**src/rtl/ram_reader_pkg.sv**
```systemverilog
// Shared definitions for the RAM read sequencer and its write-path partner:
// FSM state encoding and default RAM geometry / hold time.
package ram_reader_pkg;

  localparam int DEF_ADDR_WIDTH  = 2;
  localparam int DEF_DATA_WIDTH  = 2;
  localparam int DEF_HOLD_CYCLES = 2;

  typedef enum logic [2:0] {
    IDLE,
    REQ,
    CAPT,
    HOLD,
    DONE
  } state_t;

endpackage

```
**src/rtl/ram_reader.sv**
```systemverilog
// Sweeps the whole RAM on start, presenting each word for HOLD_CYCLES cycles.
// Define RAM_READER_CKSUM_EN to build the running XOR checksum of captured words.
module ram_reader
  import ram_reader_pkg::*;
#(
  parameter int ADDR_WIDTH  = DEF_ADDR_WIDTH,
  parameter int DATA_WIDTH  = DEF_DATA_WIDTH,
  parameter int HOLD_CYCLES = DEF_HOLD_CYCLES
) (
  input  logic                  clk_2,
  input  logic                  reset,
  input  logic                  start,
  output logic [ADDR_WIDTH-1:0] ram_addr,
  output logic                  ram_rd_en,
  input  logic [DATA_WIDTH-1:0] ram_rdata,
  output logic [ADDR_WIDTH-1:0] out_addr,
  output logic [DATA_WIDTH-1:0] out_data,
  output logic                  out_valid,
  output logic                  busy,
  output logic                  done,
  output logic [DATA_WIDTH-1:0] checksum
);

  localparam logic [ADDR_WIDTH-1:0] LAST_ADDR = '1;
  localparam logic [7:0]            HOLD_INIT = 8'(HOLD_CYCLES - 1);

  state_t                  state, state_nxt;
  logic [ADDR_WIDTH-1:0]   addr_q;
  logic [7:0]              hold_cnt;
  logic                    hold_zero;
  logic                    last_word;

  assign hold_zero = (hold_cnt == 8'd0);
  assign last_word = (addr_q == LAST_ADDR);

  always_ff @(posedge clk_2 or posedge reset) begin
    if (reset) state <= IDLE;
    else       state <= state_nxt;
  end

  always_comb begin
    state_nxt = state;
    case (state)
      IDLE:    if (start) state_nxt = REQ;
      REQ:     state_nxt = CAPT;
      CAPT:    state_nxt = HOLD;
      HOLD:    if (hold_zero) state_nxt = last_word ? DONE : REQ;
      DONE:    state_nxt = IDLE;
      default: state_nxt = IDLE;
    endcase
  end

  // Terminal address is tested before increment, so addr_q never wraps in a sweep.
  always_ff @(posedge clk_2 or posedge reset) begin
    if (reset) begin
      addr_q   <= '0;
      hold_cnt <= '0;
    end else begin
      case (state)
        IDLE: if (start) addr_q <= '0;
        CAPT: hold_cnt <= HOLD_INIT;
        HOLD: begin
          if (!hold_zero)      hold_cnt <= hold_cnt - 8'd1;
          else if (!last_word) addr_q   <= addr_q + ADDR_WIDTH'(1);
        end
        default: ;
      endcase
    end
  end

  always_ff @(posedge clk_2 or posedge reset) begin
    if (reset) begin
      out_addr <= '0;
      out_data <= '0;
    end else if (state == CAPT) begin
      out_addr <= addr_q;
      out_data <= ram_rdata;
    end
  end

`ifdef RAM_READER_CKSUM_EN
  logic [DATA_WIDTH-1:0] cksum_q;

  always_ff @(posedge clk_2 or posedge reset) begin
    if (reset)                      cksum_q <= '0;
    else if (state == IDLE && start) cksum_q <= '0;
    else if (state == CAPT)          cksum_q <= cksum_q ^ ram_rdata;
  end

  assign checksum = cksum_q;
`else
  assign checksum = '0;
`endif

  assign ram_addr  = addr_q;
  assign ram_rd_en = (state == REQ);
  assign out_valid = (state == HOLD);
  assign busy      = (state != IDLE);
  assign done      = (state == DONE);

endmodule

```
**config.mk**
```make
export PLATFORM = sky130hd
export DESIGN_NAME = ram_reader
export DESIGN_NICKNAME = d
export VERILOG_FILES = /design/src/rtl/ram_reader_pkg.sv /design/src/rtl/ram_reader.sv
export SDC_FILE = /design/constraint.sdc
export NUM_CORES = 1
export LEC_CHECK = 0
export BUFFER_PORTS_ARGS = -buffer_cell sky130_fd_sc_hd__buf_4
export CAP_MARGIN = 40
export CORE_MARGIN = 2
export CORE_UTILIZATION = 53
export CTS_CLUSTER_SIZE = 10
export DETAILED_ROUTE_END_ITERATION = 12
export GPL_TIMING_DRIVEN = 0
export PLACE_DENSITY = 0.74
export SLEW_MARGIN = 40
export SYNTH_ARGS = -nofsm -noshare
export SYNTH_HDL_FRONTEND = slang
export SYNTH_SLANG_ARGS = --single-unit
```
**constraint.sdc**
```tcl
create_clock -name clk_2 -period 2 [get_ports clk_2]
set_clock_uncertainty 0.1 [all_clocks]
set_input_delay 0.2 -clock clk_2 [delete_from_list [all_inputs] [get_ports clk_2]]
set_output_delay 0.2 -clock clk_2 [all_outputs]
set_load 0.02 [all_outputs]
```
# Yosys cells after proc, flatten, opt, wreduce, memory -nomap -nowiden

Cells that the tools add are included.

Add/subtract/negate cells: 2
Eq/ne operators: 9
Muxes and demuxes: 10
Reduce and logical (&&, ||, !) cells: 8

Operators by type and width:

| cell                | number |
|---|---|
| $pmux 8 s2          | 1 |
| $pmux 3 s4          | 1 |
| $mux 3              | 3 |
| $logic_not 8->1     | 1 |
| $mux 8              | 1 |
| $sub 8x1->8 const B | 1 |
| $eq 3x2->1 const B  | 2 |
| $mux 2              | 3 |
| $ne 2x2->1 const B  | 3 |
| $pmux 2 s2          | 1 |
| $reduce_and 2->1    | 2 |
| $reduce_and 4->1    | 1 |
| $reduce_bool 2->1   | 2 |
| $eq 3x1->1 const B  | 1 |
| $eq 3x3->1 const B  | 1 |
| $logic_not 3->1     | 1 |
| $reduce_bool 3->1   | 1 |
| $add 2x1->2 const B | 1 |
| $eq 2x2->1 const B  | 1 |
| $ne 2x1->1 const B  | 1 |

Bits in registers: 17
Input port bits: 5
Output and inout port bits: 12
Word-level logic and storage cells: 34

# Depth between registers and ports, before layout

Gate-level depths: netlist (run 1).

Depth in word-level cells: 4
Depth in mapped cells: 6
Gate-level depth less buffers: 5

# Least setup slack after synthesis (run 1)

No wires, ideal clock.

Path kind: reg-to-reg
Start point: register hold_cnt[0]
End point: register addr_q[0] (netlist: ram_addr[0])
Setup time: 0.081 ns
Arrival time: 1.582 ns
Data required time: 1.819 ns
Setup slack: 0.238 ns
Cell stages (with the launch flop): 7
Buffers on the path: 1
Clock period less this slack: 1.762 ns
Path through: dfrtp_1 -> inv_1 -> ha_1 -> or3b_2 -> buf_4 -> nor4_4 -> mux2i_1

Word-level cells in the longest chain between the ends: 3

RTL lines:

| element                    | RTL line         | RTL |
|---|---|---|
| start: declaration         | ram_reader.sv:29 | `logic [7:0] hold_cnt;` |
| start signal: assignment   | ram_reader.sv:63 | `if (!hold_zero) hold_cnt <= hold_cnt - 8'd1;` |
| $logic_not 8->1            | ram_reader.sv:33 | `assign hold_zero = (hold_cnt == 8'd0);` |
| $ne 2x1->1 (no line)       | -                |  |
| $reduce_and 4->1 (no line) | -                |  |
| end signal: assignment     | ram_reader.sv:64 | `else if (!last_word) addr_q <= addr_q + ADDR_WIDTH'(1);` |
| end: declaration           | ram_reader.sv:28 | `logic [ADDR_WIDTH-1:0] addr_q;` |

No other way between the ends.
A chain may end at the register's enable or synchronous reset.

# Worst setup path after layout (run 1)

Start point: register hold_cnt[1]
End point: register hold_cnt[4]

Word-level cells in the longest chain between the ends: 3

RTL lines:

| element                                        | RTL line |
|---|---|
| $sub 8x1->8 or $logic_not 8->1 (tied branches) | ram_reader.sv:63, ram_reader.sv:33 |
| $mux 8 or $ne 2x2->1 (tied branches)           | - |
| $pmux 8 s2 or $reduce_and 2->1 (tied branches) | - |

Several ways; a longest one is shown, not always the timed one. The select of a mux whose other input is x is not followed.

==> results of run 1 <==
-- final cells by class --
type | instances | area (um^2) | share of cell area
clock buffer | 4 | 26.3 | 0.0216
sequential | 17 | 425 | 0.349
tap | 25 | 31.3 | 0.0257
multi-input combinational | 67 | 472 | 0.387
buffer | 7 | 53.8 | 0.0441
inverter | 6 | 22.5 | 0.0185
timing repair buffer | 24 | 188 | 0.154
-- Yosys cell counts, drive strengths merged --
library cell | n | area share
conb | 1 | 0.0039
or4 | 1 | 0.012
a31oi | 1 | 0.0065
nor4 | 2 | 0.029
a21oi | 1 | 0.0052
nor3b | 4 | 0.031
or3 | 2 | 0.013
or4b | 1 | 0.010
dfrtp | 17 | 0.44
nor2 | 4 | 0.016
o21bai | 1 | 0.0078
mux2i | 9 | 0.094
o211ai | 3 | 0.023
o21a | 1 | 0.0091
ha | 3 | 0.039
clkbuf | 2 | 0.0078
buf | 6 | 0.048
nand3b | 1 | 0.0078
and4b | 1 | 0.010
o22ai | 1 | 0.0065
nor4b | 2 | 0.018
nand2 | 20 | 0.078
a2bb2oi | 1 | 0.0091
or3b | 2 | 0.018
nor3 | 1 | 0.0052
a21bo | 1 | 0.010
and3 | 1 | 0.0065
nand4b | 1 | 0.0091
inv | 6 | 0.023
-- worst paths after layout --
check / startpoint / to / depth (start not counted)
min: start / state[0]$_DFFE_PP0P_ / 4
min in group asynchronous: reset / out_data[0]$_DFFE_PP0P_ / 3
max reg2reg: hold_cnt[1]$_DFFE_PP0P_ / hold_cnt[4]$_DFFE_PP0P_ / 7
max: hold_cnt[1]$_DFFE_PP0P_ / hold_cnt[4]$_DFFE_PP0P_ / 7
min reg2reg: out_data[1]$_DFFE_PP0P_ / out_data[1]$_DFFE_PP0P_ / 2
max in group asynchronous: reset / hold_cnt[0]$_DFFE_PP0P_ / 3
-- report_power, final --
group / leakage, uW / switching [uW] / internal, uW
clock network: 0.0000150 / 112 / 77.7
logic: 0.000385 / 415 / 431
registers: 0.000202 / 138 / 489
-- kinds of logic (layout without fill, tap and decap cells) --
logic type | Yosys count | in the layout
flip-flops | 17 | 17
other | 1 | 2
buffers and inverters | 14 | 41
adder cells (fa/ha/maj) | 3 | 3
multiplexers | 9 | 9
AO/OA/AOI/OAI | 10 | 10
AND/OR/NAND/NOR | 43 | 43
-- registers in the layout, indices dropped and copies added (netlist names) --
signal,count
state,3
hold_cnt,8
ram_addr,2
out_data,2
out_addr,2
-- timing repair --
action / CTS / global route
hold buffers: 3 / 0
gates resized for setup: 0 / 3
setup endpoints to repair: 0 / 7
setup buffers: 0 / 7
endpoints found under the hold margin: 19 / 0
-- tightest hold or removal path: cells and delay by family --
kind            cells  cell delay, ps
compound gates      2             240
buf+inv             1              90
simple gates        1              30
-- cells in the final DEF, fill, tap and decap left out, drive strengths merged, types with 3 or more instances in the layout --
master        n
buf          27
mux2i         9
nor3b         4
clkbuf        5
nor2          4
dfrtp        17
dlygate4sd3   3
nand2        20
ha            3
inv           6
o211ai        3
-- per-layer routing --
| layer | share of wire | vias to the layer above | track usage |
|---|---|---|---|
| met5 | 0 | - | 0 |
| met4 | 0.017 | 0 | 0.0857 |
| met1 | 0.46 | 391 | 0.304 |
| met3 | 0.032 | 5 | 0.0353 |
| li1 | - | 388 | - |
| met2 | 0.49 | 18 | 0.350 |
-- through the flow --
step / area (um^2) / worst slack, ps / utilization
global route: 1220 / 22.1 / 0.714
CTS: 1160 / 67.2 / 0.681
floorplan: 966 / 238 / -
detailed placement: 1110 / 79.7 / 0.648
finish: 1220 / 131 / 0.714
global placement: 1100 / 146 / 0.645
==> out/metrics.yaml, run 1 <==
synthesis:
  avgSynthCellArea_um2: 9.92
  ys_warn_count: 0
  synth_mux_area_frac: 0.0936
  synthCells: 97
  synth_cell_types: 33
  synth-adder-area-share: 0.0390
  synth_compound_area_frac: 0.0780
  synth_top_family_by_area: "simple AND/OR/NAND/NOR gates"
  synth_seq_area_share: 0.442
  synth-simple-area-share: 0.264
  netlist_area_um2: 962
  synthXorXnorAreaFrac: 0
  synth-seq-cells: 17
grt:
  grt_use_total: 0.222
  antenna_found_initial: 0
  grt_start_max_net_pins: 18
  grt_pass1_vias: 741
  grt-ovfl-total: 0
  grt_pass1_wl_mm: 3.32
sta:
  setup_viol: 0
  maxSlewHeadroom: 0.564
  whs_ps: 211
  rsz0062_at_grt: "no"
  fin_tns_setup_ps: 0
  finalCritPeriodShare: 0.935
  finalHoldViolCount: 0
  fin_crit_ps: 1870
  drv_slew: 0
  fmax_ghz: 0.535
  tightest_slew_ps: 653
floorplan:
  io_pins: 17
  initial_core_util: 0.563
  die_height_um: 46.6
  num_rows: 15
  die_area_mm2: 0.00217
  die_w_um: 46.6
  core_area_mm2: 0.00171
worst_hold_path:
  hold_class: "in -> reg"
clocking:
  ctsLongestPathBuffers: 2
  path_clk_slew_ps: 100
  clock-sinks: 17
  htree_levels: 1
  cts_made_buffers: 3
  ctsRootBufferMaster: "clkbuf_4"
  clk_latency_ps: 300
  cts_tree: "done"
power_and_ir_drop:
  p_leak_uw: 0.000601
  powerDensity_mw_per_mm2: 1360
  p_total_uw: 1660
  vdd_drop_max_uv: 833
setup_path:
  critical_path.max_fanout: 6
  critPathLaunchType: "register"
  worst_path_largest_cell_delay_ps: 410
  worst-setup-path-type: "reg -> reg"
  cp_top_family: "flip-flops"
  path_cells: "inv_1 > ha_1 > or3b_4 > buf_6 > buf_4 > o211ai_1 > mux2i_1"
  arrival_ps: 2000
  end_kind: "register"
  cpMaxStageDelayCell: "dfrtp_1"
  required_ps: 2130
  worst-path-buf-inv: 3
  r2r_slack_ps: 130
placed_design:
  dp_hpwl_mm: 1.34
  portBuffers: 14
  dp.cells: 137
  gp_congestion: 0.758
drt:
  first_iter_violations: 14
  drcViolationCount: 0
  drt-total-wl_mm: 2.03
  wl_per_cell_um: 13.5
  post_drt_via_cell_ratio: 5.35
  vias: 802
  detail-route-antenna-nets: 0
  first_pass_iters: 4
finish:
  synthToLayoutAreaGrowth_pct: 26.7
  layout-drive-gt1-share: 0.320
  n_fill_cell: 130
  stdcell_count: 150
  nets: 134
  num_antenna_cells: 0
run:
  maxCapViolations: 0
status:
  status: "completed"
Note: power is estimated with default switching activity, not from simulation.
==> run 2: changes to the inputs <==
--- a/config.mk
+++ b/config.mk
@@ -15,2 +15,3 @@
 export PLACE_DENSITY = 0.74
+export SKIP_CTS_REPAIR_TIMING = 1
 export SLEW_MARGIN = 40
==> constraint.sdc (replaced) <==
create_clock -name clk_2 -period 2 [get_ports clk_2]
set_clock_uncertainty 0.1 [all_clocks]
set_input_delay 0.1 -clock clk_2 [delete_from_list [all_inputs] [get_ports clk_2]]
set_output_delay 0.1 -clock clk_2 [all_outputs]
set_load 0.02 [all_outputs]
==> out/metrics.yaml, run 2 (same netlist as run 1, synthesis figures left out) <==
placed_design:
  dp.cells: 137  # unchanged
  gp_congestion: 0.758  # unchanged
  portBuffers: 14  # unchanged
  dp_hpwl_mm: 1.34  # unchanged
  dp_slack_ps: 79.7  # unchanged
run:
  maxCapViolations: 0  # unchanged
floorplan:
  num_rows: 15  # unchanged
  io_pins: 17  # unchanged
  core_area_mm2: 0.00171  # unchanged
  die_w_um: 46.6  # unchanged
  die_area_mm2: 0.00217  # unchanged
  die_height_um: 46.6  # unchanged
  initial_core_util: 0.563  # unchanged
worst_hold_path:
  worstHoldStart: "start"  # unchanged
  hold_depth: 4  # unchanged
  holdPathEnd: "state[0]$_DFFE_PP0P_"  # unchanged
  hold_class: "in -> reg"  # unchanged
clocking:
  ctsRootBufferMaster: "clkbuf_4"  # unchanged
  clk_latency_ps: 290  # was 300 ps
  cts_made_buffers: 3  # unchanged
  cts_tree: "done"  # unchanged
  htree_levels: 1  # unchanged
  clock-sinks: 17  # unchanged
  path_clk_slew_ps: 100  # about the same
  ctsLongestPathBuffers: 2  # unchanged
status:
  status: "completed"  # unchanged
power_and_ir_drop:
  p_int_uw: 1000  # was 997 uW
  p_clk_frac: 0.112  # was 0.114
  seqPwrFrac: 0.375  # was 0.377
  vdd_drop_max_uv: 837  # was 833 uV
  powerDensity_mw_per_mm2: 1360  # about the same
  p_leak_uw: 0.000600  # was 0.000601 uW
  p_comb_frac: 0.513  # was 0.509
  p_sw_uw: 670  # was 664 uW
  p_sw_frac: 0.401  # was 0.400
finish:
  reg_top3: "hold_cnt x8, state x3"  # unchanged
  largest_register: "hold_cnt"  # unchanged
  stdcell_count: 151  # was 150
  synthToLayoutAreaGrowth_pct: 27.3  # was 26.7%
  layout-drive-gt1-share: 0.333  # was 0.320
  final_common_cell: "buf_4"  # unchanged
  num_antenna_cells: 0  # unchanged
  largest_reg_flops: 8  # unchanged
  final_cell_mix: "24 x buf_4, 20 x nand2_1, 17 x dfrtp_1"  # unchanged
  nets: 135  # was 134
setup_path:
  r2r_start: "hold_cnt[0]$_DFFE_PP0P_"  # was hold_cnt[1]$_DFFE_PP0P_
  end_kind: "register"  # unchanged
  worst-setup-path-type: "reg -> reg"  # unchanged
  r2r_slack_ps: 100  # was 130 ps
  cpMaxStageDelayCell: "dfrtp_1"  # unchanged
  critical_path.max_fanout: 6  # unchanged
  timing.rr.end: "hold_cnt[4]$_DFFE_PP0P_"  # unchanged
  path_cells: "inv_2 > ha_2 > or3b_4 > buf_6 > buf_4 > o211ai_1 > mux2i_1"  # was inv_1 > ha_1 > or3b_4 > buf_6 > buf_4 > o211ai_1 > mux2i_1
  arrival_ps: 2020  # was 2000 ps
  worst_path_largest_cell_delay_ps: 430  # was 410 ps
  critPathLaunchType: "register"  # unchanged
  required_ps: 2130  # about the same
  r2r_cells: 7  # unchanged
drt:
  post_drt_via_cell_ratio: 5.42  # was 5.35
  detail-route-antenna-nets: 0  # unchanged
  wl_per_cell_um: 13.7  # was 13.5 um
  vias: 818  # was 802
  first_pass_iters: 4  # unchanged
  first_iter_violations: 13  # was 14
  drt-total-wl_mm: 2.06  # was 2.03 mm
  drcViolationCount: 0  # unchanged
grt:
  grt_pass1_wl_mm: 3.15  # was 3.32 mm
  grt-ovfl-total: 0  # unchanged
  grt_start_max_net_pins: 18  # unchanged
  grt_use_total: 0.211  # was 0.222
  antenna_found_initial: 0  # unchanged
  grt_pass1_vias: 705  # was 741
sta:
  setup_viol: 0  # unchanged
  fin_crit_ps: 1900  # was 1870 ps
  finalCritPeriodShare: 0.948  # was 0.935
  finalHoldViolCount: 0  # unchanged
  fin_tns_setup_ps: 0  # unchanged
  tightest_slew_ps: 647  # was 653 ps
  fmax_ghz: 0.528  # was 0.535 GHz
  drv_slew: 0  # unchanged
  setup_ws_ps: 105  # was 131 ps
  maxSlewHeadroom: 0.568  # was 0.564
==> run 2: changes by cell type in the layout (fill, tap and decap cells not counted), sizes merged <==
| cell | change |
|---|---|
| clkbuf | +1 |
==> run 2: worst max path at each step <==
stage,start,end,cells after the start
2_1_floorplan,hold_cnt[0]$_DFFE_PP0P_,ram_addr[0]$_DFFE_PP0P_,6
3_3_place_gp,hold_cnt[0]$_DFFE_PP0P_,ram_addr[1]$_DFFE_PP0P_,6
3_5_place_dp,hold_cnt[0]$_DFFE_PP0P_,ram_addr[1]$_DFFE_PP0P_,6
4_1_cts,hold_cnt[0]$_DFFE_PP0P_,ram_addr[1]$_DFFE_PP0P_,6
5_1_grt,hold_cnt[0]$_DFFE_PP0P_,ram_addr[0]$_DFFE_PP0P_,6
6_report,hold_cnt[0]$_DFFE_PP0P_,hold_cnt[4]$_DFFE_PP0P_,7
==> run 2: layout make-up <==
type                            count  area [um^2]
Tap cell                           25         31.3
Timing Repair Buffer               24          188
Clock buffer                        4         26.3
Inverter                            6         22.5
Sequential cell                    17          425
Multi-Input combinational cell     67          474
Buffer                              8         57.6
Fill cell                         133          483
==> run 2: power by group through the flow <==
stage               sequential, uW  combinational [uW]  clock (uW)
global placement               622                 689           0
global route                   648                 937         208
finish                         627                 856         187
floorplan                      674                 450           0
CTS                            628                 721         189
detailed placement             633                 717           0
==> run 2: metal layers <==
| layer | share of wire | vias to the layer above | global-route usage |
|---|---|---|---|
| met5 | 0 | - | 0 |
| met4 | 0.016 | 0 | 0.0857 |
| met3 | 0.025 | 5 | 0.0353 |
| met2 | 0.47 | 14 | 0.322 |
| met1 | 0.49 | 411 | 0.294 |
| li1 | - | 388 | - |
==> run 2: critical path, delay by kind of cell (launching register included) <==
| family | cells | cell delay, ps |
|---|---|---|
| and+or+nand+nor | 1 | 380 |
| adders and majority gates | 1 | 170 |
| DFF | 1 | 430 |
| muxes | 1 | 200 |
| AOI/OAI and AO/OA | 1 | 190 |
| buffers and inverters | 3 | 360 |
==> run 2: through the flow <==
stage | hold slack (ps) | instance area (um^2) | power, uW | util
after floorplan | -73.9 | 966 | 1120 | -
after global placement | 136 | 1100 | 1310 | 0.645
after detailed placement | 128 | 1110 | 1350 | 0.648
after CTS | -197 | 1130 | 1540 | 0.664
after global routing | 123 | 1220 | 1790 | 0.717
final | 121 | 1220 | 1670 | 0.717
